[src/rtl/dmem_arbiter_if.sv]
`default_nettype none
// ============================================================================
// dmem_arbiter_if : CPU, debug and memory-side bus bundle for dmem_arbiter
// Rev 1.0
// ============================================================================
interface dmem_arbiter_if #(
  parameter int AW = 5,
  parameter int DW = 32
);
  logic          cpu_req;
  logic          cpu_we;
  logic [AW-1:0] cpu_addr;
  logic [DW-1:0] cpu_wdata;
  logic [DW-1:0] cpu_rdata;
  logic          cpu_stall;

  logic          dbg_req;
  logic          dbg_we;
  logic [AW-1:0] dbg_addr;
  logic [DW-1:0] dbg_wdata;
  logic          dbg_ack;
  logic [DW-1:0] dbg_rdata;
  logic          dbg_rvalid;

  logic          mem_en;
  logic          mem_we;
  logic [AW-1:0] mem_addr;
  logic [DW-1:0] mem_wdata;
  logic [DW-1:0] mem_rdata;

  modport slave (
    input  cpu_req, cpu_we, cpu_addr, cpu_wdata,
    output cpu_rdata, cpu_stall,
    input  dbg_req, dbg_we, dbg_addr, dbg_wdata,
    output dbg_ack, dbg_rdata, dbg_rvalid,
    output mem_en, mem_we, mem_addr, mem_wdata,
    input  mem_rdata
  );

  modport master (
    output cpu_req, cpu_we, cpu_addr, cpu_wdata,
    input  cpu_rdata, cpu_stall,
    output dbg_req, dbg_we, dbg_addr, dbg_wdata,
    input  dbg_ack, dbg_rdata, dbg_rvalid,
    input  mem_en, mem_we, mem_addr, mem_wdata,
    output mem_rdata
  );
endinterface
`default_nettype wire

[src/rtl/dmem_arbiter.sv]
`default_nettype none
// ============================================================================
// dmem_arbiter : CPU-priority arbiter for a single-port sync-read data memory
// Rev 1.0
// ============================================================================
module dmem_arbiter #(
  parameter int AW           = 5,
  parameter int DW           = 32,
  parameter int STARVE_LIMIT = 4
) (
  input  logic          clk,
  input  logic          resetn,
  dmem_arbiter_if.slave bus
);
  typedef enum logic [1:0] {
    IDLE   = 2'd0,
    CPU_RD = 2'd1,
    DBG_RD = 2'd2
  } state_t;

  localparam logic [3:0]    c_starve_limit = 4'(STARVE_LIMIT);
  localparam logic [3:0]    c_starve_max   = 4'hF;
  localparam logic [AW-1:0] c_addr_zero    = {AW{1'b0}};
  localparam logic [DW-1:0] c_data_zero    = {DW{1'b0}};

  state_t     r_state;
  state_t     w_state_nxt;
  logic [3:0] r_starve_cnt;
  logic [3:0] w_starve_nxt;
  logic       w_grant_dbg;
  logic       w_grant_cpu;

  assign w_grant_dbg = resetn && (r_state == IDLE) && bus.dbg_req &&
                       (!bus.cpu_req || (r_starve_cnt >= c_starve_limit));
  assign w_grant_cpu = resetn && (r_state == IDLE) && bus.cpu_req && !w_grant_dbg;

  always_ff @(posedge clk or negedge resetn) begin
    if (!resetn) begin
      r_state      <= IDLE;
      r_starve_cnt <= 4'd0;
    end else begin
      r_state      <= w_state_nxt;
      r_starve_cnt <= w_starve_nxt;
    end
  end

  always_comb begin
    w_starve_nxt = r_starve_cnt;
    if (w_grant_dbg)
      w_starve_nxt = 4'd0;
    else if (bus.dbg_req && (r_starve_cnt != c_starve_max))
      w_starve_nxt = r_starve_cnt + 4'd1;
  end

  // Everything is gated by resetn so that outputs read 0 for the whole reset
  // window even while the requesters keep their strobes up.
  always_comb begin
    w_state_nxt    = r_state;
    bus.cpu_rdata  = c_data_zero;
    bus.cpu_stall  = 1'b0;
    bus.dbg_ack    = 1'b0;
    bus.dbg_rdata  = c_data_zero;
    bus.dbg_rvalid = 1'b0;
    bus.mem_en     = 1'b0;
    bus.mem_we     = 1'b0;
    bus.mem_addr   = c_addr_zero;
    bus.mem_wdata  = c_data_zero;
    if (resetn) begin
      case (r_state)
        IDLE: begin
          if (w_grant_dbg) begin
            bus.mem_en    = 1'b1;
            bus.mem_we    = bus.dbg_we;
            bus.mem_addr  = bus.dbg_addr;
            bus.mem_wdata = bus.dbg_wdata;
            bus.dbg_ack   = 1'b1;
            bus.cpu_stall = bus.cpu_req;
            if (!bus.dbg_we)
              w_state_nxt = DBG_RD;
          end else if (w_grant_cpu) begin
            bus.mem_en    = 1'b1;
            bus.mem_we    = bus.cpu_we;
            bus.mem_addr  = bus.cpu_addr;
            bus.mem_wdata = bus.cpu_wdata;
            // Stores retire in the issue cycle; loads wait for the sync read.
            if (!bus.cpu_we) begin
              bus.cpu_stall = 1'b1;
              w_state_nxt   = CPU_RD;
            end
          end
        end
        CPU_RD: begin
          bus.cpu_rdata = bus.mem_rdata;
          w_state_nxt   = IDLE;
        end
        DBG_RD: begin
          bus.dbg_rvalid = 1'b1;
          bus.dbg_rdata  = bus.mem_rdata;
          bus.cpu_stall  = bus.cpu_req;
          w_state_nxt    = IDLE;
        end
        default: w_state_nxt = IDLE;
      endcase
    end
  end
endmodule
`default_nettype wire
[src/flat_wrapper.sv]
// flat-port wrapper written by rule: the top's interface ports become plain ports
module dmem_arbiter_flat 
#(
  parameter int AW           = 5,
  parameter int DW           = 32,
  parameter int STARVE_LIMIT = 4
)
  (clk, resetn, bus_cpu_req, bus_cpu_we, bus_cpu_addr, bus_cpu_wdata, bus_cpu_rdata, bus_cpu_stall, bus_dbg_req, bus_dbg_we, bus_dbg_addr, bus_dbg_wdata, bus_dbg_ack, bus_dbg_rdata, bus_dbg_rvalid, bus_mem_en, bus_mem_we, bus_mem_addr, bus_mem_wdata, bus_mem_rdata);
  dmem_arbiter_if #(.AW(AW), .DW(DW)) bus_i ();
  input  logic clk;
  input  logic resetn;
  input wire logic [$bits(bus_i.cpu_req)-1:0] bus_cpu_req;
  input wire logic [$bits(bus_i.cpu_we)-1:0] bus_cpu_we;
  input wire logic [$bits(bus_i.cpu_addr)-1:0] bus_cpu_addr;
  input wire logic [$bits(bus_i.cpu_wdata)-1:0] bus_cpu_wdata;
  output wire logic [$bits(bus_i.cpu_rdata)-1:0] bus_cpu_rdata;
  output wire logic [$bits(bus_i.cpu_stall)-1:0] bus_cpu_stall;
  input wire logic [$bits(bus_i.dbg_req)-1:0] bus_dbg_req;
  input wire logic [$bits(bus_i.dbg_we)-1:0] bus_dbg_we;
  input wire logic [$bits(bus_i.dbg_addr)-1:0] bus_dbg_addr;
  input wire logic [$bits(bus_i.dbg_wdata)-1:0] bus_dbg_wdata;
  output wire logic [$bits(bus_i.dbg_ack)-1:0] bus_dbg_ack;
  output wire logic [$bits(bus_i.dbg_rdata)-1:0] bus_dbg_rdata;
  output wire logic [$bits(bus_i.dbg_rvalid)-1:0] bus_dbg_rvalid;
  output wire logic [$bits(bus_i.mem_en)-1:0] bus_mem_en;
  output wire logic [$bits(bus_i.mem_we)-1:0] bus_mem_we;
  output wire logic [$bits(bus_i.mem_addr)-1:0] bus_mem_addr;
  output wire logic [$bits(bus_i.mem_wdata)-1:0] bus_mem_wdata;
  input wire logic [$bits(bus_i.mem_rdata)-1:0] bus_mem_rdata;
  assign bus_i.cpu_req = bus_cpu_req;
  assign bus_i.cpu_we = bus_cpu_we;
  assign bus_i.cpu_addr = bus_cpu_addr;
  assign bus_i.cpu_wdata = bus_cpu_wdata;
  assign bus_cpu_rdata = bus_i.cpu_rdata;
  assign bus_cpu_stall = bus_i.cpu_stall;
  assign bus_i.dbg_req = bus_dbg_req;
  assign bus_i.dbg_we = bus_dbg_we;
  assign bus_i.dbg_addr = bus_dbg_addr;
  assign bus_i.dbg_wdata = bus_dbg_wdata;
  assign bus_dbg_ack = bus_i.dbg_ack;
  assign bus_dbg_rdata = bus_i.dbg_rdata;
  assign bus_dbg_rvalid = bus_i.dbg_rvalid;
  assign bus_mem_en = bus_i.mem_en;
  assign bus_mem_we = bus_i.mem_we;
  assign bus_mem_addr = bus_i.mem_addr;
  assign bus_mem_wdata = bus_i.mem_wdata;
  assign bus_i.mem_rdata = bus_mem_rdata;
  dmem_arbiter #(.AW(AW), .DW(DW), .STARVE_LIMIT(STARVE_LIMIT)) u_core (.clk(clk), .resetn(resetn), .bus(bus_i));
endmodule
[config.mk]
export PLATFORM = sky130hd
export DESIGN_NAME = dmem_arbiter_flat
export DESIGN_NICKNAME = d
export VERILOG_FILES = /design/src/rtl/dmem_arbiter_if.sv /design/src/rtl/dmem_arbiter.sv /design/src/flat_wrapper.sv
export SDC_FILE = /design/constraint.sdc
export NUM_CORES = 1
export LEC_CHECK = 0
export CAP_MARGIN = 0
export CORE_AREA = 2 2 85 87
export CTS_BUF_LIST = sky130_fd_sc_hd__clkbuf_16
export DETAILED_ROUTE_END_ITERATION = 6
export DIE_AREA = 0 0 87 89
export GPL_ROUTABILITY_DRIVEN = 0
export PLACE_DENSITY = 0.77
export REMOVE_ABC_BUFFERS = 1
export SKIP_LAST_GASP = 1
export SYNTH_ARGS = -nofsm -noshare
export SYNTH_HDL_FRONTEND = slang
export SYNTH_SLANG_ARGS = --single-unit
[constraint.sdc]
create_clock -name clk -period 3.4 [get_ports clk]
set_input_delay 1.02 -clock clk [delete_from_list [all_inputs] [get_ports clk]]
set_output_delay 1.02 -clock clk [all_outputs]
set_load 0.02 [all_outputs]
# Word level (Yosys, flattened, before mapping)

Index checks and enable logic that the tools add are counted.

Register bits after elaboration: 6
Bits of input ports: 112
Word-level logic and storage cells: 59

Add/subtract/negate cells: 1
Order comparisons: 1
Eq/ne operators: 6
Muxes and demuxes: 37
Reductions and logical operators: 12

Operators with widths:

| operator                                                           | count |
|---|---|
| 2-to-1 mux 32 bit                                                  | 8 |
| 2-to-1 mux 5 bit                                                   | 4 |
| 2-to-1 mux 1 bit                                                   | 17 |
| 2-to-1 mux 2 bit                                                   | 5 |
| 2-to-1 mux 4 bit                                                   | 2 |
| logical AND 1 bit                                                  | 6 |
| adder 4 x 1 -> 4 bit (second input constant)                       | 1 |
| greater-or-equal comparator 4 x 3 -> 1 bit (second input constant) | 1 |
| inequality test 4 bit (second input constant)                      | 1 |
| AND reduction 4 bit                                                | 1 |
| inequality test 3 x 1 -> 1 bit (second input constant)             | 1 |
| inequality test 3 x 2 -> 1 bit (second input constant)             | 1 |
| inequality test 3 bit (second input constant)                      | 1 |
| equality test 2 x 1 -> 1 bit (second input constant)               | 1 |
| equality test 2 bit (second input constant)                        | 1 |
| zero test 1 bit                                                    | 2 |
| zero test 2 bit                                                    | 1 |
| one-hot mux 1 bit (2 select lines)                                 | 1 |
| nonzero test 2 bit                                                 | 1 |
| logical OR 1 bit                                                   | 1 |

# Depth between registers and ports, before layout

Depth in word-level cells: 10
Mapped depth: 6
Mapped depth without buffers: 4

# Worst setup path before layout

OpenSTA, ideal clock, no wires.

Path type: input port to output port
Start: input port bus_cpu_req
End: output port bus_mem_wdata[23]
Arrival time: 2.275 ns
Path slack: 0.105 ns
Cell stages on the path: 6
Path buffers: 3
Cells stage by stage: buf_2 or3b_1 and2_1 buf_6 buf_6 o21ai_1

Word-level cells in the longest chain between the ends: 9

Ends and longest elaborated chain:

| what                | line               | RTL |
|---|---|---|
| start: declaration  | flat_wrapper.sv:12 | `input wire logic [$bits(bus_i.cpu_req)-1:0] bus_cpu_req;` |
| zero test 1 bit     | dmem_arbiter.sv:34 | `(!bus.cpu_req \|\| (r_starve_cnt >= c_starve_limit));` |
| logical OR 1 bit    | dmem_arbiter.sv:34 |  |
| logical AND 1 bit   | dmem_arbiter.sv:33 | `assign w_grant_dbg = resetn && (r_state == IDLE) && bus.dbg_req &&` |
| zero test 1 bit     | dmem_arbiter.sv:35 | `assign w_grant_cpu = resetn && (r_state == IDLE) && bus.cpu_req && !w_grant_dbg;` |
| logical AND 1 bit   | dmem_arbiter.sv:35 |  |
| 2-to-1 mux 32 bit   | dmem_arbiter.sv:80 | `end else if (w_grant_cpu) begin` |
| 2-to-1 mux 32 bit * | dmem_arbiter.sv:71 | `if (w_grant_dbg) begin` |
| 2-to-1 mux 32 bit * | dmem_arbiter.sv:69 | `case (r_state)` |
| 2-to-1 mux 32 bit * | dmem_arbiter.sv:68 | `if (resetn) begin` |
| end: declaration    | flat_wrapper.sv:28 | `output wire logic [$bits(bus_i.mem_wdata)-1:0] bus_mem_wdata;` |

Every way passes the cells marked *; elsewhere a longest branch is shown, timed or not.

# Worst setup path in the final report

Start: input port bus_cpu_req
End: output port bus_mem_wdata[31]

Same word-level chain as after synthesis.

==> summary.txt <==
Synth
  • Cells after Synth: around 260
  • Seq cells post-synth: 6
  • Fraction of registers with async set/reset: 100%
  • Post-synth EDFFs: 0
  • Post-synth top cells: nand4_1 (42), nand3_1 (38), o21ai_1 (38), and2_1 (34), and3_1 (34)
  • Synth unique cells: 30
  • Cell area after synthesis: 1580 um2
  • Synth area leader: nand4_1
  • Part of the Yosys area used for sequential elements: a little under a tenth
  • Syn avg cell area: between 6 and 7 um2
  • Top-area cell type share of the netlist area: 16.7%
  • Syn. warnings: 0
  • Top FF cell, synth: dfrtp_1
  • Most frequent cell after synthesis: nand4_1
  • Top post-synthesis cells by area: nand4_1 (17%), and2_1 (13%), and3_1 (13%)

Clock tree
  • Clock-pin slew on the worst setup and hold paths: ~30 ps
  • Root buf cell: clkbuf_16
  • Clock Path Buffers: 2
  • Clk_lat worst skew: ~230 ps
  • TritonCTS Sinks: 6
  • H-Tree Depth: 1
  • CTS Buf Count: 3
  • CTS tree: yes
  • Hold_buf cts: 0

Floorplanning
  • Total core area: approximately 6700 um2
  • Row count: 30
  • DIE AREA: between 7000 and 8000 um2
  • Die height: 89 um
  • Die W: between 80 and 90 um
  • Starting Density: 23.5%
  • Ports: 218

STA
  • Max-slew headroom: between 70% and 80%
  • RSZ-0062 raised after global routing: yes
  • Worst-margin pin slew: just over 400 ps
  • Final period util: between 90% and 100%
  • Clock Skews: between 0.9 and 1 ps
  • Hold_ws: 615 ps
  • Tmin final: around 3400 ps
  • Max Fclk: 297 MHz
  • Final-report hold violation count: 0
  • Fin. max-slew vios: 0
  • Final number of setup-violating endpoints: 0

Setup path
  • Kind of critical path: in2out
  • CP peak stage delay: approximately 380 ps
  • Startpoint Class: input port
  • Reg-to-Reg End: u_core.r_starve_cnt[2]
  • Slowest CP cell: or3b_4
  • CP cell instances: dlygate4sd2_1, or3b_4, and2_4, buf_6, o21ai_2, buf_4
  • CP Launch Point: bus_cpu_req
  • Reg2Reg Depth: 6
  • Critical Path AT: approximately 2400 ps
  • WP data required: roughly 2400 ps
  • Flop2flop setup slack: roughly 1600 ps
  • CP Capture Type: output port
  • Crit-path max FO: 19
  • R2R Path Start: u_core.r_starve_cnt[2]

Power and ir drop
  • Leakage: around 0.0017 uW
  • Tot Pwr: around 1200 uW
  • Maximum vdd drop: approximately 0.00020 V
  • PwrDens: between 200 and 300 nW/um2

Cells and area
  • Diodes inserted: 0
  • Layout net count: just under 600
  • Layout cells sized above 1: roughly 30%
  • P&R area growth vs syn: 157%
  • Final core utilization: 60.2%

Detailed routing
  • Post-route DRC: 0
  • WL final: roughly 8500 um
  • First DRT Iteration DRCs: 97
  • Wire per inst: around 16 um
  • DRT antenna net count: 0
  • Via count: 2767
  • Initial DRT Pass Iterations: 5
  • Vias per std cell: 5.08

Min path
  • WHS Path Cells: 2
  • Hold WC Path Type: reg2reg
  • Worst Hold Path EP: u_core.r_starve_cnt[3]
  • Worst Min Path Start: u_core.r_starve_cnt[3]

GRT
  • GRT Overall Usage: between 20% and 30%
  • Initial antenna violation count: 0
  • Met3 Use GR: around 5%
  • Met2 global-route usage: around two fifths
  • Gr busiest metal: met2
  • Pin count of the biggest net entering global routing: 42
  • Vias in the first global route: ~2500
  • GR Overflow Total: 0
  • Grt met1 use: between 20% and 30%
  • Global-route wire length before repair: approximately 12000 um

Placement
  • Detail Placement HPWL: 6650 um
  • Port bufs: between 200 and 250

Status
  • Outcome: complete, no violations

Run
  • Max cap viols: 0
[worst max path at each step]
stage | end | depth (start not counted)
after detailed placement | bus_mem_wdata[31] | 6
final | bus_mem_wdata[31] | 6
after global placement | bus_mem_wdata[31] | 6
after global routing | bus_mem_wdata[16] | 6
after CTS | bus_mem_wdata[8] | 5
after floorplan | bus_mem_we | 3
[timing repair]
action	4_1_cts	5_1_grt
gates cloned	2	0
resized for setup	381	6
setup buffers	1	0
setup endpoints to repair	106	38
pin swaps	3	1
[power by group]
group	internal (uW)	switching, uW	leakage (uW)
clock network	151	40.2	0.0000370
registers	95.7	30.5	0.0000783
logic	430	461	0.00161
total	677	532	0.00173
[worst max-delay path, delay by kind of cell]
kind                   cells  cell delay (ps)
AO/OA/AOI/OAI              1              190
buffers and inverters      3              550
AND/OR/NAND/NOR            2              580
[logic make-up (layout without fill, tap and decap cells)]
family,after synthesis,in the layout,share of synthesized area (%)
AOI/OAI and AO/OA,47,47,16.4
adders and majority gates,1,1,0.794
buffers and inverters,40,250,12.4
DFF,6,6,9.52
and+or+nand+nor,161,161,61.0
[state kept, by name, indices dropped and copies added, names as in the netlist]
register / flops
u_core.r_state: 2
u_core.r_starve_cnt: 4
[cells in the final DEF, fill, tap and decap left out, types with 6 or more instances in the layout]
cell / synthesis / routed
clkdlybuf4s50_1: 0 / 108
clkdlybuf4s15_2: 0 / 64
nand4_1: 42 / 42
nand3_1: 38 / 38
o21ai_1: 38 / 36
and3_1: 34 / 34
and2_1: 34 / 33
buf_4: 0 / 27
buf_2: 6 / 26
buf_12: 0 / 7
dfrtp_1: 6 / 6
[layer usage]
layer	share of wire, %	vias to the layer above
li1	-	1370
met1	37	1222
met2	51	167
met3	11	8
met4	1.7	0
met5	0	-
[stage by stage]
stage	setup slack (ps)	setup TNS, ps	area [um2]	cells
3_3_place_gp	-696	-56170	3950	540
5_1_grt	-13.6	-13.6	4050	545
6_report	32.7	0	4050	545
3_5_place_dp	-717	-57620	3950	540
4_1_cts	17.6	0	4030	545
2_1_floorplan	-1460	-60320	1390	218
[final cells by class]
type                    count  area, um2
fillers                   635       2670
well taps                  80        100
multi-input cells         209       1260
repair buffers            244       2450
flip-flops and latches      6        150
inverters                   3       11.3
clock buffers               3       75.1
(Power assumes the default switching activity.)
